File: src/rtl/cordic_hyp_sched.sv
// Request scheduler and in-order result collector for the pipelined hyperbolic
// CORDIC unit. Credit-based admission guarantees every returning result has a slot.
module cordic_hyp_sched #(
  parameter int W     = 12,
  parameter int AW    = 4,
  parameter int TAG_W = 4
) (
  input  logic             clk,
  input  logic             rst_n,
  input  logic             req_valid,
  output logic             req_ready,
  input  logic             req_func,
  input  logic [2*W-1:0]   req_a,
  input  logic [TAG_W-1:0] req_tag,
  output logic             start,
  output logic             func,
  output logic [2*W-1:0]   a,
  input  logic             valid,
  input  logic [2*W-1:0]   f,
  output logic             rsp_valid,
  input  logic             rsp_ready,
  output logic [2*W-1:0]   rsp_f,
  output logic             rsp_func,
  output logic [TAG_W-1:0] rsp_tag,
  output logic             busy,
  output logic             err_unexp
);

  localparam int unsigned DEPTH = 2 ** AW;

  logic [AW:0]        wp_q, wp_d;
  logic [AW:0]        fp_q, fp_d;
  logic [AW:0]        rp_q, rp_d;
  logic [AW:0]        occ;
  logic               start_q;
  logic               func_q;
  logic [2*W-1:0]     a_q;
  logic               err_q, err_d;
  logic               accept, fill, retire, unexp;

  logic [TAG_W-1:0]   tag_mem_q  [DEPTH];
  logic               func_mem_q [DEPTH];
  logic [2*W-1:0]     f_mem_q    [DEPTH];

  // Occupancy MSB set means wp has lapped rp by a full DEPTH: no credit left.
  always_comb begin
    occ       = wp_q - rp_q;
    req_ready = ~occ[AW];
    rsp_valid = (fp_q != rp_q);
    busy      = (wp_q != rp_q);
    accept    = req_valid & req_ready;
    fill      = valid & (fp_q != wp_q);
    unexp     = valid & (fp_q == wp_q);
    retire    = rsp_valid & rsp_ready;
    wp_d      = wp_q + {{AW{1'b0}}, accept};
    fp_d      = fp_q + {{AW{1'b0}}, fill};
    rp_d      = rp_q + {{AW{1'b0}}, retire};
    err_d     = err_q | unexp;
  end

  always_ff @(posedge clk or negedge rst_n) begin
    if (!rst_n) begin
      wp_q    <= '0;
      fp_q    <= '0;
      rp_q    <= '0;
      start_q <= 1'b0;
      func_q  <= 1'b0;
      a_q     <= '0;
      err_q   <= 1'b0;
      for (int unsigned i = 0; i < DEPTH; i++) begin
        tag_mem_q[i]  <= '0;
        func_mem_q[i] <= 1'b0;
        f_mem_q[i]    <= '0;
      end
    end else begin
      wp_q    <= wp_d;
      fp_q    <= fp_d;
      rp_q    <= rp_d;
      err_q   <= err_d;
      start_q <= accept;
      if (accept) begin
        func_q                    <= req_func;
        a_q                       <= req_a;
        tag_mem_q[wp_q[AW-1:0]]   <= req_tag;
        func_mem_q[wp_q[AW-1:0]]  <= req_func;
      end
      if (fill) begin
        f_mem_q[fp_q[AW-1:0]] <= f;
      end
    end
  end

  always_comb begin
    start     = start_q;
    func      = func_q;
    a         = a_q;
    err_unexp = err_q;
    rsp_f     = f_mem_q[rp_q[AW-1:0]];
    rsp_func  = func_mem_q[rp_q[AW-1:0]];
    rsp_tag   = tag_mem_q[rp_q[AW-1:0]];
  end

endmodule

File: config.mk
export PLATFORM = sky130hd
export DESIGN_NAME = cordic_hyp_sched
export DESIGN_NICKNAME = d
export VERILOG_FILES = /design/src/rtl/cordic_hyp_sched.sv
export SDC_FILE = /design/constraint.sdc
export NUM_CORES = 1
export LEC_CHECK = 0
export ABC_CLOCK_PERIOD_IN_PS = 4100
export BUFFER_PORTS_ARGS = -buffer_cell sky130_fd_sc_hd__clkbuf_2
export CORE_MARGIN = 1.5
export CORE_UTILIZATION = 62
export DETAILED_ROUTE_END_ITERATION = 8
export PLACE_DENSITY = 0.82
export SYNTH_ARGS = -nofsm -noshare
export SYNTH_HDL_FRONTEND = slang
export SYNTH_SLANG_ARGS = --single-unit
File: constraint.sdc
create_clock -name clk -period 4.1 [get_ports clk]
set_input_delay 0.82 -clock clk [delete_from_list [all_inputs] [get_ports clk]]
set_output_delay 0.82 -clock clk [all_outputs]
set_load 0.05 [all_outputs]
==> results of run 1 <==
[path summary, 6_finish.rpt]
check                          endpoint  slack, ns  cells after the start
min in group clk                   a[8]       0.46                      2
max in group asynchronous  f_mem_q[128]       2.81                      2
min                                a[6]       0.23                      1
max reg2reg                       a[23]       0.85                      8
max                           req_ready       0.35                      7
min reg2reg                f_mem_q[276]       0.48                      1
[sequential cells by signal (all words and copies together) (netlist names)]
register / cells
start: 1
a: 24
err_unexp: 1
f_mem_q: 384
func_mem_q: 16
rp_q: 5
wp_q: 5
tag_mem_q: 64
fp_q: 5
func: 1
[power by group through the flow]
stage	clock (mW)	combinational, mW	sequential, mW
final	4.68	10.4	8.72
after global routing	4.93	11.1	9.00
after CTS	4.76	10.5	8.71
after detailed placement	0	10.4	8.78
after global placement	0	10.1	8.59
after floorplan	0	8.09	8.62
[per-stage QoR]
stage	setup slack, ns	std cells	util
after floorplan	0.614	1540	-
after global placement	0.900	2035	0.660
after detailed placement	0.828	2035	0.660
after CTS	0.300	2128	0.706
after global routing	0.227	2129	0.706
final	0.347	2129	0.706
[placed cells by master, fill, tap and decap left out, types with 2 or more instances in the layout]
| master | n |
|---|---|
| dfrtp_4 | 3 |
| nand3_2 | 10 |
| clkbuf_2 | 115 |
| nor3_1 | 4 |
| mux2_1 | 83 |
| dfrtp_1 | 503 |
| nor2b_1 | 5 |
| nand3b_1 | 2 |
| a21oi_1 | 2 |
| xnor2_1 | 11 |
| o21ai_1 | 5 |
| o21bai_1 | 2 |
| buf_4 | 27 |
| a31oi_1 | 30 |
| nand3_1 | 9 |
| o211ai_1 | 6 |
| inv_1 | 5 |
| bufinv_16 | 4 |
| clkbuf_1 | 14 |
| mux2_2 | 387 |
| nand2_1 | 126 |
| and3_1 | 31 |
| and4_1 | 3 |
| xor2_1 | 9 |
| a211oi_4 | 6 |
| ha_1 | 10 |
| nor2_1 | 8 |
| inv_6 | 2 |
| buf_12 | 9 |
| clkbuf_16 | 53 |
| mux4_2 | 116 |
| clkinv_2 | 12 |
| and2_1 | 3 |
| mux2_4 | 19 |
| nand4_1 | 3 |
| clkbuf_8 | 8 |
[per-layer routing]
layer | GRT usage | vias up
met3 | 0.0464 | 90
met4 | 0.0792 | 4
li1 | - | 5827
met5 | 0 | -
met1 | 0.384 | 7242
met2 | 0.454 | 373
[cell families after synthesis]
logic type	after synthesis
DFF	506
buffers and inverters	130
muxes	605
and+or+nand+nor	211
AOI/OAI and AO/OA	57
adders and majority gates	10
xor gates and xnor gates	21
[layout make-up]
cell class | instances | area share
Sequential cell | 506 | 0.488
Multi-Input combinational cell | 904 | 0.386
Clock buffer | 75 | 0.0574
Timing Repair Buffer | 152 | 0.0375
Tap cell | 468 | 0.0226
Clock inverter | 18 | 0.00762
Inverter | 5 | 0.000723
Antenna cell | 1 | 0.0000964
[worst reg2reg max path: cells and delay by family, from the launching register on]
kind                       cells  cell delay, ns
DFF                            1            0.76
AOI/OAI and AO/OA              2            0.74
buffers and inverters          2            0.55
and+or+nand+nor                2            0.40
muxes                          1            0.38
adders and majority gates      1            0.29
==> out/qor.yml, run 1 <==
outcome:
  status: "completed"
setup_path:
  crit_family: "flip-flops"
  setup.worst_path.class: "flop to output pin"
  crit_path_max_incr_delay_ns: 0.76
  worstPathMaxFanout: 33
  path_cells: "inv_1 > ha_1 > nand2_1 > o21ba_2 > o21ai_4 > nand2_1 > clkbuf_2"
  cp_common_cell: "nand2_1"
  crit_buf_inv: 2
  arrival_ns: 2.93
  startpoint_type: "flop"
  crit_slowest_cell: "dfrtp_4"
  required_ns: 3.28
  startpoint: "rp_q[2]"
  end_kind: "output pin"
  timing.rr.start: "rp_q[2]"
power:
  clockPowerShare: 0.197
  ir_worst_vdd_uv: 706
  p_total_mw: 23.8
  p_sw_mw: 8.79
  sw_frac_of_total: 0.370
  pwr-share-seq: 0.367
  intPower_mw: 15.0
  pwr-share-comb: 0.436
  p_leak_nw: 11.7
  power_density_nw_per_um2: 915
placement:
  place_area_um2: 24300
  hpwl_um: 29700
  gp_congestion: 0.832
  io_buffers: 116
timing:
  tns_ns: 0
  finalCriticalPeriod_ns: 3.75
  rsz0062_at_grt: "no"
  drv_slew: 0
  min_period_over_period: 0.915
  fin_skew_ns: 0.0106
  fmax_ghz: 0.266
  fin_hold_ws_ns: 0.230
  relSlewSlack: 0.419
  tightest_slew_ns: 0.872
  hold_viol_final: 0
  setup-violations-final: 0
detailed_routing:
  met1_length_um: 21800
  drt-total-wl_um: 51200
  route.top_layer_used: "met5"
  routed-wl-met2_um: 25400
  wl_met3_um: 2870
  final_antenna_net_count: 0
  drt-vias-per-instance: 6.36
  drt_iter0_drc: 709
  vias: 13500
  first_pass_iters: 5
  wl_per_cell_um: 24.1
  drc_errors: 0
logic_synthesis:
  synth_compound_area_frac: 0.0204
  synth_edf_count: 0
  synth.area.mux_share: 0.351
  ys_top_cells_by_count: "dfrtp_1, mux2_2, nand2_1, mux4_2, mux2_1"
  synth_ff_type: "dfrtp_1"
  synth_area_per_cell_um2: 15.1
  yosys.area.top_type: "dfrtp_1"
  yosys_warnings: 0
  synthesis.instances: 1540
  synth.most_common_cell: "dfrtp_1"
  yosysTopAreaCellShare: 0.543
  synth_area_leaders: "dfrtp_1, mux2_2, mux4_2"
  synth_top_family_by_area: "multiplexers"
  netlist_area_um2: 23300
  async_flop_share: 1.00
  ys_seq_area_frac: 0.543
  synthAdderAreaFrac: 0.00537
  yosys.area_share.simple: 0.0443
  synth-seq-cells: 506
  yosysUniqueCellTypes: 44
  synthXorXnorAreaFrac: 0.00821
  syn-num-nets: 1608
die:
  io_pins: 117
  rows: 70
  die-height_um: 197
  die_area_um2: 38800
  start_util: 0.634
  die_x_um: 197
  core_um2: 36800
layout:
  seqCellArea_um2: 12700
  drive_gt1_frac: 0.470
  fin_area_um2: 26000
  multiInputGateArea_um2: 10000
  area_growth_pct: 11.3
  nets: 1689
  final.fill_count: 2390
job:
  max-cap-violations: 0
clock_network:
  cts_resized: 0
  cts_tree: "built"
  numCtsBuffers: 52
  cts_max_path_buffers: 3
  hold_buffers: 0
  cts_max_level: 2
  postCtsSetupBuffers: 0
  clock-sinks: 506
  cts_root_buf: "clkbuf_16"
  clk-insertion-delay-late_ns: 0.59
  path_clk_slew_ns: 0.06
global_routing:
  grt_usage: 0.276
  overflow: 0
  grt_pass1_wl_um: 81600
  antenna_found_initial: 4
  grt_pass1_vias: 14400
  grt_start_max_net_pins: 101
min_path:
  hold_class: "primary input to async pin"
Power figures use the tool's default switching activity.
==> run 2: changes to the inputs <==
--- a/config.mk
+++ b/config.mk
@@ -8,9 +8,9 @@
 export ABC_CLOCK_PERIOD_IN_PS = 4100
 export BUFFER_PORTS_ARGS = -buffer_cell sky130_fd_sc_hd__clkbuf_2
 export CORE_MARGIN = 1.5
-export CORE_UTILIZATION = 62
+export CORE_UTILIZATION = 45
 export DETAILED_ROUTE_END_ITERATION = 8
-export PLACE_DENSITY = 0.82
+export PLACE_DENSITY = 0.63
 export SYNTH_ARGS = -nofsm -noshare
 export SYNTH_HDL_FRONTEND = slang
 export SYNTH_SLANG_ARGS = --single-unit
==> run 2 against run 1 <==
Net effect: routed wire length grew 8.2%; global-route usage shrank 5.9 points; die area grew 37%.
==> out/qor.yml, run 2 (same netlist as run 1, synthesis figures left out) <==
detailed_routing:
  first_pass_iters: 4
  drt-vias-per-instance: 5.71
  drt-total-wl_um: 55500
  vias: 13400
  final_antenna_net_count: 0
  wl_per_cell_um: 23.6
  drt_iter0_drc: 791
  drc_errors: 0
global_routing:
  grt_start_max_net_pins: 103
  overflow: 0
  grt_pass1_vias: 14500
  antenna_found_initial: 2
  grt_pass1_wl_um: 87900
  grt_usage: 0.217
die:
  rows: 83
  start_util: 0.455
  die-height_um: 231
  die_x_um: 231
  io_pins: 117
  core_um2: 51300
  die_area_um2: 53200
setup_path:
  end_kind: "output pin"
  setup.worst_path.class: "flop to output pin"
  required_ns: 3.28
  r2r_slack_ns: 1.04
  worstPathMaxFanout: 30
  arrival_ns: 3.01
  startpoint_type: "flop"
  startpoint: "rp_q[0]"
  crit_path_end: "rsp_f[4]"
  r2r_cells: 7
  r2r_end: "a[2]"
  timing.rr.start: "rp_q[0]"
min_path:
  hold_class: "primary input to async pin"
clock_network:
  postCtsSetupBuffers: 0
  numCtsBuffers: 54
  path_clk_slew_ns: 0.06
  cts_resized: 0
  cts_max_level: 2
  cts_root_buf: "clkbuf_16"
  hold_buffers: 0
  clk-insertion-delay-late_ns: 0.61
  clock-sinks: 506
  cts_max_path_buffers: 3
  cts_tree: "built"
timing:
  hold_viol_final: 0
  drv_slew: 0
  fmax_ghz: 0.261
  fin_ws_ns: 0.268
  setup-violations-final: 0
  tightest_slew_ns: 0.935
  rsz0062_at_grt: "no"
  finalCriticalPeriod_ns: 3.83
  min_period_over_period: 0.935
  tns_ns: 0
  fin_skew_ns: 0.00961
  relSlewSlack: 0.376
layout:
  nets: 1696
  largest_reg_flops: 384
  most-common-layout-cells: "dfrtp_1, mux2_2, nand2_1, mux4_2, clkbuf_2"
  final.fill_count: 4331
  fin_cells: 2351
  final_common_cell: "dfrtp_1"
  antenna_cells: 0
  drive_gt1_frac: 0.469
  top_register: "f_mem_q"
  area_growth_pct: 13.0
placement:
  dp.cells: 2252
  post-place-ws_ns: 0.832
  io_buffers: 116
  hpwl_um: 32600
  gp_congestion: 0.790
power:
  p_total_mw: 24.0
  p_leak_nw: 11.7
  power_density_nw_per_um2: 912
  ir_worst_vdd_uv: 779
outcome:
  status: "completed"
job:
  max-cap-violations: 0
[run 2: final cells by class]
cell class | count | area [µm²] | share of cell area
clock inverters | 14 | 199 | 0.00755
flip-flops and latches | 506 | 12700 | 0.481
inverters | 5 | 18.8 | 0.000712
clock buffers | 85 | 1550 | 0.0588
repair buffers | 157 | 1040 | 0.0393
multi-input cells | 904 | 10000 | 0.380
well taps | 680 | 851 | 0.0323
[run 2: per-stage QoR]
step	util	hold slack [ns]	area (µm²)
6_report	0.514	0.257	26300
5_1_grt	0.514	0.342	26300
4_1_cts	0.514	0.312	26300
3_5_place_dp	0.479	0.469	24600
3_3_place_gp	0.479	0.463	24600
2_1_floorplan	-	0.452	23300
[run 2: where the power goes]
group          switching (mW)  internal, mW
clock                    2.02          2.84
sequential               1.40          7.36
combinational            5.53          4.87
[run 2: worst min path at each step]
stage | startpoint | to | slack [ns] | cells past startpoint
final | rst_n | a[22] | 0.26 | 1
after detailed placement | f_mem_q[268] | f_mem_q[268] | 0.47 | 1
after global placement | f_mem_q[272] | f_mem_q[272] | 0.46 | 1
after CTS | rst_n | a[19] | 0.31 | 1
after global routing | rst_n | a[19] | 0.34 | 1
after floorplan | f_mem_q[267] | f_mem_q[267] | 0.45 | 1
[run 2: layer usage]
metal / GRT usage / routed length (µm) / share of wire / vias up
li1: - / - / - / 5840
met1: 0.301 / 25100 / 0.45 / 7249
met2: 0.348 / 26400 / 0.48 / 232
met3: 0.0426 / 2520 / 0.046 / 103
met4: 0.0609 / 1370 / 0.025 / 4
met5: 0 / 30 / 0.00054 / -
[run 2: critical path, stage by stage (launching register included)]
cell,delay [ns]
dfrtp_4,0.88
buf_12,0.31
mux4_2,0.52
nand2_1,0.08
and3_1,0.19
a31oi_1,0.08
clkbuf_2,0.30
==> run 3: changes to the inputs <==
--- a/config.mk
+++ b/config.mk
@@ -7,10 +7,12 @@
 export LEC_CHECK = 0
 export ABC_CLOCK_PERIOD_IN_PS = 4100
 export BUFFER_PORTS_ARGS = -buffer_cell sky130_fd_sc_hd__clkbuf_2
-export CORE_MARGIN = 1.5
+export CORE_MARGIN = 1
 export CORE_UTILIZATION = 45
+export CTS_BUF_LIST = sky130_fd_sc_hd__clkbuf_8
 export DETAILED_ROUTE_END_ITERATION = 8
 export PLACE_DENSITY = 0.63
+export REMOVE_ABC_BUFFERS = 1
 export SYNTH_ARGS = -nofsm -noshare
 export SYNTH_HDL_FRONTEND = slang
 export SYNTH_SLANG_ARGS = --single-unit
==> run 3 against run 2 <==
Net effect: fmax rose by 1.2%; register-to-register slack barely moved; cell count is 2.3% higher; die area shrank 0.87%; critical endpoint is now req_ready; largest power group unchanged; sequential share of layout area increased by 0.10 points; global-route usage hardly changed; total power decreased by 1.6%; final area decreased by 0.21%; setup slack gained 0.045 ns; sequential power fell by 1%; non-clock buffer count is 4 lower; first-iteration DRC count increased by 1.5%.
==> out/qor.yml, run 3 (same netlist as run 1, synthesis figures left out) <==
outcome:
  status: "completed"
die:
  start_util: 0.455
  io_pins: 117
  die_area_um2: 52700
  rows: 83
  die-height_um: 230
  core_um2: 51300
  die_x_um: 230
detailed_routing:
  route.top_layer_used: "met4"
  met1_length_um: 25600
  drt_iter0_drc: 803
  drt-vias-per-instance: 5.63
  final_antenna_net_count: 0
  drc_errors: 0
  wl_met3_um: 2100
  first_pass_iters: 5
  routed-wl-met2_um: 26200
  wl_per_cell_um: 22.9
  vias: 13500
  drt-total-wl_um: 55000
layout:
  final.fill_count: 4398
  seqCellArea_um2: 12700
  top_register: "f_mem_q"
  largest_reg_flops: 384
  final_common_cell: "dfrtp_1"
  area_growth_pct: 12.8
  fin_cells: 2404
  multiInputGateArea_um2: 10000
  drive_gt1_frac: 0.481
  nets: 1724
  most-common-layout-cells: "dfrtp_1, mux2_2, nand2_1, mux4_2, clkbuf_2"
setup_path:
  end_kind: "output pin"
  arrival_ns: 2.97
  required_ns: 3.28
  crit_family: "buffers and inverters"
  worstPathMaxFanout: 13
  crit_path_max_incr_delay_ns: 0.57
  crit_buf_inv: 2
  startpoint_type: "flop"
  path_cells: "buf_4 > ha_1 > nor2b_1 > o21bai_1 > nand3_4 > nand2_1 > clkbuf_2"
  setup.worst_path.class: "flop to output pin"
  crit_slowest_cell: "dfrtp_4"
timing:
  rsz0062_at_grt: "no"
  drv_slew: 0
  fmax_ghz: 0.264
  finalCriticalPeriod_ns: 3.79
  hold_viol_final: 0
  min_period_over_period: 0.924
  fin_skew_ns: 0.0350
  setup-violations-final: 0
  relSlewSlack: 0.329
  tightest_slew_ns: 1.01
  fin_ws_ns: 0.312
clock_network:
  postCtsSetupBuffers: 0
  cts_max_path_buffers: 3
  hold_buffers: 0
  numCtsBuffers: 86
  path_clk_slew_ns: 0.06
  clock-sinks: 506
  cts_max_level: 3
  cts_root_buf: "clkbuf_8"
  clk-insertion-delay-late_ns: 0.69
  cts_resized: 0
  cts_tree: "built"
min_path:
  hold_class: "primary input to async pin"
power:
  p_leak_nw: 11.9
  power_density_nw_per_um2: 899
  ir_worst_vdd_uv: 452
  p_total_mw: 23.6
global_routing:
  grt_pass1_vias: 14400
  grt_usage: 0.217
  antenna_found_initial: 2
  overflow: 0
  grt_start_max_net_pins: 92
  grt_pass1_wl_um: 87000
placement:
  hpwl_um: 30700
  gp_congestion: 0.803
  post-place-ws_ns: 0.955
  dp.cells: 2248
  io_buffers: 116
job:
  max-cap-violations: 0
[run 3: changes by cell type in the layout (fill, tap and decap cells not counted), moves of 2 or more]
| cell | delta |
|---|---|
| and4_2 | +2 |
| clkbuf_8 | +103 |
| buf_4 | -2 |
| inv_1 | +32 |
| clkbuf_1 | -24 |
| and4_1 | -2 |
| buf_12 | -2 |
| bufinv_16 | -3 |
| clkbuf_16 | -55 |
| diode_2 | +2 |
[run 3: layer usage]
| metal | GRT usage | vias to the layer above |
|---|---|---|
| met5 | 0 | - |
| met4 | 0.0746 | 0 |
| met3 | 0.0382 | 75 |
| met2 | 0.336 | 239 |
| met1 | 0.307 | 7307 |
| li1 | - | 5903 |
[run 3: stage by stage]
stage | setup TNS, ns | instance area (µm²) | utilization | hold WS (ns)
floorplan | -370.42 | 22700 | - | 0.452
global placement | 0 | 24500 | 0.478 | 0.462
detailed placement | 0 | 24500 | 0.478 | 0.470
CTS | 0 | 26300 | 0.512 | 0.173
global route | 0 | 26300 | 0.512 | 0.205
finish | 0 | 26300 | 0.512 | 0.158
[run 3: cell type report]
class,count,share of cell area
timing repair buffer,153,0.0373
inverter,5,0.000714
sequential,506,0.482
multi-input combinational,904,0.381
tap,680,0.0324
clock inverter,45,0.00914
antenna,2,0.000190
clock buffer,109,0.0571
[run 3: where the power goes]
part | internal, mW | switching, mW | total [mW]
Clock | 2.46 | 2.07 | 4.53
Combinational | 4.86 | 5.61 | 10.5
Sequential | 7.36 | 1.28 | 8.64
Total | 14.7 | 8.96 | 23.6
[run 3: final timing paths]
check                           slack, ns  depth (start not counted)         start      endpoint
worst max register to register       1.03                          8       rp_q[0]         a[23]
worst min-delay path                 0.16                          1         rst_n  f_mem_q[106]
max in group asynchronous            2.70                          2         rst_n  f_mem_q[295]
min in group clk                     0.39                          2     req_a[11]         a[11]
worst max-delay path                 0.31                          7       rp_q[0]     req_ready
worst min register to register       0.48                          1  f_mem_q[278]  f_mem_q[278]
